File: src/rtl/adc_capture_ctrl.sv
// Arm/trigger capture sequencer: after a trigger edge, forwards a programmed number of
// (optionally decimated) ADC samples as one AXI-Stream packet through a single holding register.
//
// state   | meaning
// IDLE    | waiting for arm
// ARMED   | config latched, waiting for trigger rising edge
// CAPTURE | selecting samples and loading the holding register
// DRAIN   | last sample loaded, waiting for its handshake
// DONE    | packet complete, held until next arm/abort
module adc_capture_ctrl #(
  parameter int INT_ADC_DATA_WIDTH  = 10,
  parameter int INT_AXIS_DATA_WIDTH = 32,
  parameter int INT_CNT_WIDTH       = 16
) (
  input  logic                           in_clk,
  input  logic                           in_rst,
  input  logic [INT_ADC_DATA_WIDTH-1:0]  in_adc_data,
  input  logic                           in_adc_valid,
  input  logic                           in_arm,
  input  logic                           in_abort,
  input  logic                           in_trig,
  input  logic [INT_CNT_WIDTH-1:0]       in_num_samples,
  input  logic [INT_CNT_WIDTH-1:0]       in_decim,
  output logic [INT_AXIS_DATA_WIDTH-1:0] out_tdata,
  output logic                           out_tvalid,
  input  logic                           in_tready,
  output logic                           out_tlast,
  output logic                           out_busy,
  output logic                           out_done,
  output logic                           out_overflow,
  output logic [INT_CNT_WIDTH-1:0]       out_sample_cnt
);

  if (INT_ADC_DATA_WIDTH > INT_AXIS_DATA_WIDTH) begin : g_width_check
    $error("adc_capture_ctrl: INT_ADC_DATA_WIDTH must not exceed INT_AXIS_DATA_WIDTH");
  end

  typedef enum logic [2:0] {
    IDLE,
    ARMED,
    CAPTURE,
    DRAIN,
    DONE
  } state_t;

  state_t state_q, state_d;

  logic                     trig_q;
  logic [INT_CNT_WIDTH-1:0] num_q;
  logic [INT_CNT_WIDTH-1:0] decim_q;
  logic [INT_CNT_WIDTH-1:0] decim_cnt;

  logic                     trig_edge;
  logic                     handshake;
  logic                     eligible;
  logic                     keep;
  logic                     load;
  logic                     last_load;
  logic                     arm_ok;
  logic [INT_CNT_WIDTH-1:0] cnt_next;

  always_ff @(posedge in_clk or posedge in_rst) begin
    if (in_rst) begin
      state_q <= IDLE;
    end else begin
      state_q <= state_d;
    end
  end

  always_comb begin
    trig_edge = in_trig & ~trig_q;
    handshake = out_tvalid & in_tready;
    eligible  = (state_q == CAPTURE) & in_adc_valid;
    keep      = eligible & (decim_cnt == '0);
    // A kept sample may enter the holding register only if it is empty or emptying this cycle.
    load      = keep & (~out_tvalid | in_tready);
    cnt_next  = out_sample_cnt + 1'b1;
    last_load = load & (cnt_next == num_q);
    arm_ok    = in_arm & (in_num_samples != '0) & ((state_q == IDLE) | (state_q == DONE));

    state_d = state_q;
    if (in_abort) begin
      state_d = IDLE;
    end else if (arm_ok) begin
      state_d = ARMED;
    end else begin
      case (state_q)
        ARMED:   if (trig_edge) state_d = CAPTURE;
        CAPTURE: if (last_load) state_d = DRAIN;
        DRAIN:   if (handshake & out_tlast) state_d = DONE;
        default: state_d = state_q;
      endcase
    end
  end

  always_ff @(posedge in_clk or posedge in_rst) begin
    if (in_rst) begin
      trig_q         <= 1'b0;
      num_q          <= '0;
      decim_q        <= '0;
      decim_cnt      <= '0;
      out_tdata      <= '0;
      out_tvalid     <= 1'b0;
      out_tlast      <= 1'b0;
      out_overflow   <= 1'b0;
      out_sample_cnt <= '0;
    end else begin
      trig_q <= in_trig;
      if (in_abort) begin
        out_tvalid <= 1'b0;
        out_tlast  <= 1'b0;
      end else if (arm_ok) begin
        num_q          <= in_num_samples;
        decim_q        <= in_decim;
        out_sample_cnt <= '0;
        out_overflow   <= 1'b0;
        out_tvalid     <= 1'b0;
        out_tlast      <= 1'b0;
      end else begin
        if ((state_q == ARMED) && trig_edge) begin
          decim_cnt <= '0;
        end
        if (eligible) begin
          if (decim_cnt == '0) begin
            decim_cnt <= decim_q;
          end else begin
            decim_cnt <= decim_cnt - 1'b1;
          end
        end
        if (load) begin
          out_tdata      <= INT_AXIS_DATA_WIDTH'(in_adc_data);
          out_tvalid     <= 1'b1;
          out_tlast      <= last_load;
          out_sample_cnt <= cnt_next;
        end else if (handshake) begin
          out_tvalid <= 1'b0;
          out_tlast  <= 1'b0;
        end
        if (keep & ~load) begin
          out_overflow <= 1'b1;
        end
      end
    end
  end

  assign out_busy = (state_q == ARMED) | (state_q == CAPTURE) | (state_q == DRAIN);
  assign out_done = (state_q == DONE);

endmodule
File: config.mk
export PLATFORM = sky130hd
export DESIGN_NAME = adc_capture_ctrl
export DESIGN_NICKNAME = d
export VERILOG_FILES = /design/src/rtl/adc_capture_ctrl.sv
export SDC_FILE = /design/constraint.sdc
export NUM_CORES = 1
export LEC_CHECK = 0
export ABC_AREA = 1
export CAP_MARGIN = 5
export CORE_MARGIN = 5
export CORE_UTILIZATION = 50
export DETAILED_ROUTE_END_ITERATION = 12
export DONT_BUFFER_PORTS = 1
export MAX_ROUTING_LAYER = met4
export PLACE_DENSITY_LB_ADDON = 0.15
export SLEW_MARGIN = 20
export SYNTH_ARGS = -nofsm -noshare
export SYNTH_HDL_FRONTEND = slang
export SYNTH_SLANG_ARGS = --single-unit
File: constraint.sdc
create_clock -name in_clk -period 4.7 [get_ports in_clk]
set_input_delay 0.705 -clock in_clk [delete_from_list [all_inputs] [get_ports in_clk]]
set_output_delay 0.705 -clock in_clk [all_outputs]
set_load 0.01 [all_outputs]
## Word-level counts from Yosys, hierarchy flattened

Cells that the tools add are included.
W data, S select, Z words.

- Bitwise operators: 19
- Add/sub/neg operators: 2
- Eq/ne operators: 8
- Muxes and demuxes: 20
- Reductions and logical operators: 15

Operator list:

| operator | count |
|---|---|
| $mux W16 | 5 |
| $add A16 B1 Y16 const B | 1 |
| $eq A16 B16 Y1 | 1 |
| $logic_not A16 Y1 | 1 |
| $reduce_bool A16 Y1 | 1 |
| $sub A16 B1 Y16 const B | 1 |
| $mux W3 | 5 |
| $ne A4 B4 Y1 const B | 3 |
| $and A1 B1 Y1 | 10 |
| $mux W1 | 9 |
| $pmux W3 S3 | 1 |
| $eq A3 B2 Y1 const B | 2 |
| $reduce_and A2 Y1 | 3 |
| $reduce_and A3 Y1 | 2 |
| $reduce_bool A2 Y1 | 3 |
| $not A1 Y1 | 5 |
| $reduce_bool A5 Y1 | 1 |
| $or A1 B1 Y1 | 4 |
| $reduce_and A4 Y1 | 1 |
| $reduce_bool A4 Y1 | 1 |
| $eq A3 B1 Y1 const B | 1 |
| $eq A3 B3 Y1 const B | 1 |
| $logic_not A3 Y1 | 1 |
| $logic_and A1 B1 Y1 | 1 |

- Bits in registers: 81

## Logic depth before layout (Yosys ltp)

- Word-level depth: 9
- Depth in mapped cells: 16
- Mapped depth without buffers: 16

## Least setup slack after synthesis

Ideal clock, no wire load.

- Kind: reg2reg
- From: reg out_sample_cnt[0]
- To: reg state_q[2]
- Period minus slack after synthesis: 1.873 ns
- Arrival time: 1.756 ns
- Required time: 4.583 ns
- Setup slack: 2.827 ns
- Stages on the path, launching flop included: 17
- Path buffers: 0
- Path through: dfrtp_1 > ha_1 > nand2_1 > nor2_2 > nand2_1 > nand2_1 > nand2_1 > nand2_1 > nand2_1 > a21oi_1 > nand2_1 > nor2_1 > nand2_1 > nand2_2 > nand2_2 > nand2_1 > nand2_1

- Cells in the longest elaborated chain, start to end: 5

RTL lines:

| item | line | source |
|---|---|---|
| start: declaration | 31 | `output logic [INT_CNT_WIDTH-1:0] out_sample_cnt` |
| start signal: assignment | 134 | `out_sample_cnt <= cnt_next;` |
| $add A16 B1 Y16 | 77 | `cnt_next = out_sample_cnt + 1'b1;` |
| $eq A16 B16 Y1 | 78 | `last_load = load & (cnt_next == num_q);` |
| $and A1 B1 Y1 | 78 |  |
| $ne A4 B4 Y1 (no source line) | -- |  |
| $reduce_and A4 Y1 (no source line) | -- |  |
| end signal: assignment | 66 | `state_q <= state_d;` |
| end: declaration | 46 | `state_t state_q, state_d;` |

Every way passes these cells.
A chain may end at the register's enable or synchronous reset.

## Worst setup path in the final report

- From: in in_num_samples[15]
- To: reg num_q[11]

- Cells in the longest elaborated chain, start to end: 4

RTL lines:

| item | line | source |
|---|---|---|
| start: declaration | 22 | `input logic [INT_CNT_WIDTH-1:0] in_num_samples,` |
| $reduce_bool A16 Y1 | 79 | `arm_ok = in_arm & (in_num_samples != '0) & ((state_q == IDLE) \| (state_q == DONE));` |
| $and A1 B1 Y1 (2 in series) | 79 |  |
| $reduce_and A2 Y1 (no source line) | -- |  |
| end signal: assignment | 113 | `num_q <= in_num_samples;` |
| end: declaration | 49 | `logic [INT_CNT_WIDTH-1:0] num_q;` |

Every way passes these cells.

==> results.sh <==
export IMPL_outcome="completed"
export IMPL_worst_pin_slew_ps=1039
export IMPL_die_footprint_mm2=0.01104
export IMPL_io_buffers=0
export IMPL_total_power_mw=2.578
export IMPL_share_of_layout_cells_above_drive_strength_1_pct=5.806
export IMPL_effective_utilization_at_floorplan_pct=51.57
export IMPL_hold_viol_final=0
export IMPL_route_final_wire_length_um=10850
export IMPL_postSynthAreaPerCell_um2=7.337
export IMPL_ys_ff_latch=81
export IMPL_grtUsageTotal_pct=20.75
export IMPL_fin_worst_setup_slack_ps=1820
export IMPL_placementRows=34
export IMPL_io_pins=102
export IMPL_fin_worst_skew_ps=16.12
export IMPL_htree_num_levels=3
export IMPL_synthArstFlopShare_pct=100.0
export IMPL_timing_reg2reg_setup_slack_ps=1890
export IMPL_cts_resized=0
export IMPL_globalRouteMet3Util_pct=4.501
export IMPL_rsz_0062_raised_after_global_routing="false"
export IMPL_placedCellCount=712
export IMPL_preCtsSetupSlack_ps=1827
export IMPL_drc=0
export IMPL_clk_pin_slew_worst_paths_ps=90
export IMPL_gpl_final_weighted_congestion=0.9772
export IMPL_drt_first_pass_iters=4
export IMPL_die_height_um=105.1
export IMPL_synthMuxAreaShare_pct=0
export IMPL_synth_cell_type_count=29
export IMPL_timing_setup_tns_ps=0
export IMPL_period_minus_slack_ps=2880
export IMPL_dieWidth_um=105.1
export IMPL_final_net_count=667
export IMPL_power_density_mw_per_mm2=548.2
export IMPL_vdd_drop_max_mv=0.2443
export IMPL_final_core_util_pct=53.66
export IMPL_number_of_synthesized_flops_with_an_enable_pin=0
export IMPL_cap_viol_max_count=0
export IMPL_route_antenna_remaining_nets=0
export IMPL_maxSlewHeadroom_pct=30.33
export IMPL_total_leakage_power_nw=2.380
export IMPL_initialDrtViolationCount=207
export IMPL_detail_route_vias_per_cell=5.306
export IMPL_hold_class="in -> async"
export IMPL_synth_compound_area_share_pct=8.167
export IMPL_yosys_area_share_xor_xnor_pct=2.436
export IMPL_setup_viol=0
export IMPL_grt_util_met2_pct=30.80
export IMPL_route_vias_total=3863
export IMPL_drt_wirelength_per_cell_um=14.90
export IMPL_number_of_buffers_inserted_to_repair_setup_after_cts=0
export IMPL_syn_area_mm2=0.004519
export IMPL_yosys_area_share_adder_pct=0.8306
export IMPL_cp_start_kind="input pin"
export IMPL_timing_critical_path_arrival_ps=3120
export IMPL_ys_warnings_count=0
export IMPL_synth_top_family_by_area="simple AND/OR/NAND/NOR gates"
export IMPL_cts_sink_cnt=81
export IMPL_max_clock_freq_mhz=347.2
export IMPL_setup_worst_path_class="in -> reg"
export IMPL_timing_rr_start="decim_cnt[0]$_DFFE_PP0P_"
export IMPL_grt_max_degree=50
export IMPL_critPathRequiredTime_ps=4940
export IMPL_grtUsageMet1_pct=28.25
export IMPL_postCtsHoldBufs=0
export IMPL_grt_pass1_wl_um=18420
export IMPL_fillerInstances=868
export IMPL_end_kind="flop"
export IMPL_grt_ovfl_total=0
export IMPL_dpl_hpwl_um=8102
export IMPL_synth_top_flop_cell="dfrtp_1"
export IMPL_timing_rr_end="out_sample_cnt[14]$_DFFE_PP0P_"
export IMPL_clkLatencyLatePin_ps=360
export IMPL_layout_cells_non_filler=728
export IMPL_synthSimpleGateAreaFrac_pct=33.75
export IMPL_multi_input_area_mm2=0.002125
export IMPL_ctsLongestPathBuffers=2
export IMPL_timing_critical_path_fanout_max=39
export IMPL_finalMaxSlewViolations=0
export IMPL_worst_r2r_cell_count=11
export IMPL_ff_latch_area_mm2=0.002027
export IMPL_area_delta_synth_final_pct=4.042
export IMPL_clockRootBuffer="clkbuf_8"
export IMPL_grt_pass1_vias=3805
export IMPL_diodes_inserted=0
export IMPL_tritoncts_num_buffers=9
export IMPL_tritoncts="done"
export IMPL_sequential_share_of_the_synthesized_area_pct=44.85
export IMPL_placed_area_mm2=0.004524
export IMPL_fin_hold_ws_ps=264.3
export IMPL_antenna_found_initial=0
export IMPL_fin_crit_sh_pct=61.28
export IMPL_core_area_mm2=0.008763
export IMPL_grt_busiest_layer="met2"
export IMPL_stdcell_area_mm2=0.004702
export IMPL_synthCells=616
==> sequential cells by signal, indices dropped and copies added, names as in the netlist <==
register,count
decim_q,16
decim_cnt,16
out_overflow,1
trig_q,1
out_tdata,10
out_sample_cnt,16
num_q,16
out_tvalid,1
state_q,3
out_tlast,1
==> area by class of cell <==
type	instances	share of cell area [%]
clock inverter	7	1.144
multi-input combinational	463	45.18
clock buffer	9	2.634
timing repair buffer	3	0.4790
sequential	81	43.11
inverter	57	4.577
tap	108	2.874
==> worst max path at each step <==
stage                                   from                             end  slack, ps  cells past startpoint
floorplan                             in_rst        decim_cnt[0]$_DFFE_PP0P_       1910                      1
global placement          in_num_samples[15]   out_sample_cnt[4]$_DFFE_PP0P_       1880                      6
detailed placement        in_num_samples[15]   out_sample_cnt[4]$_DFFE_PP0P_       1830                      6
CTS                 decim_cnt[0]$_DFFE_PP0P_  out_sample_cnt[14]$_DFFE_PP0P_       1890                     11
global route              in_num_samples[15]           num_q[15]$_DFFE_PP0P_       1560                      5
finish                    in_num_samples[15]           num_q[11]$_DFFE_PP0P_       1820                      5
==> power breakdown <==
group	internal, mW	leakage [nW]	switching (mW)	total (mW)
combinational	0.365	1.23	0.609	0.974
clock	0.195	0.0822	0.276	0.472
sequential	0.928	1.06	0.204	1.13
total	1.49	2.38	1.09	2.58
==> logic make-up (layout without fill, tap and decap cells) <==
| group | count (synthesis) | after routing |
|---|---|---|
| and+or+nand+nor | 361 | 361 |
| DFF | 81 | 81 |
| other | 1 | 22 |
| buffers and inverters | 93 | 76 |
| xor gates and xnor gates | 11 | 11 |
| adders and majority gates | 3 | 3 |
| AOI/OAI and AO/OA | 66 | 66 |
==> metal layers <==
| metal | routed length, um | share of wire, % | vias up |
|---|---|---|---|
| li1 | - | - | 1928 |
| met1 | 5024 | 46 | 1792 |
| met2 | 4885 | 45 | 127 |
| met3 | 745 | 6.9 | 16 |
| met4 | 195 | 1.8 | 0 |
| met5 | 0 | 0 | - |
==> cells in the final DEF (no fill, tap or decap) <==
cell type / netlist / layout
a21oi_1: 7 / 7
a31oi_1: 2 / 2
buf_4: 24 / 3
clkbuf_8: 0 / 9
clkinv_1: 0 / 1
clkinv_2: 0 / 2
clkinv_4: 0 / 1
clkinvlp_4: 0 / 3
conb_1: 1 / 22
dfrtp_1: 81 / 81
ha_1: 3 / 3
inv_1: 54 / 52
inv_2: 3 / 3
inv_6: 0 / 2
nand2_1: 236 / 236
nand2_2: 5 / 5
nand3_1: 36 / 36
nand3b_1: 6 / 6
nand4_1: 11 / 11
nor2_1: 46 / 46
nor2_2: 4 / 4
nor2_4: 4 / 4
nor3_1: 8 / 8
nor4_1: 5 / 5
o211ai_1: 3 / 3
o21ai_0: 31 / 31
o21ai_1: 3 / 3
o21bai_1: 1 / 1
o221ai_1: 1 / 1
o22ai_1: 18 / 18
xnor2_1: 4 / 4
xnor3_1: 1 / 1
xor2_1: 6 / 6
==> cell usage after synthesis, types with 5 or more instances <==
master / instances / share of area (%)
nand2_2: 5 / 0.69
o22ai_1: 18 / 2.5
nand2_1: 236 / 20
nor2_1: 46 / 3.8
nand3_1: 36 / 4.0
nor3_1: 8 / 0.89
nand4_1: 11 / 1.5
dfrtp_1: 81 / 45
nor4_1: 5 / 0.69
clkbuf_1: 6 / 0.50
buf_2: 6 / 0.66
inv_1: 54 / 4.5
buf_4: 24 / 4.0
o21ai_0: 31 / 3.4
nand3b_1: 6 / 1.0
a21oi_1: 7 / 0.78
xor2_1: 6 / 1.2
==> critical path, stage by stage <==
cell and delay (ps):
nor4_1 490, nand4_1 240, nand3_1 310, clkinv_1 900, o21ai_0 470
Note: power is estimated with default switching activity, not from simulation.
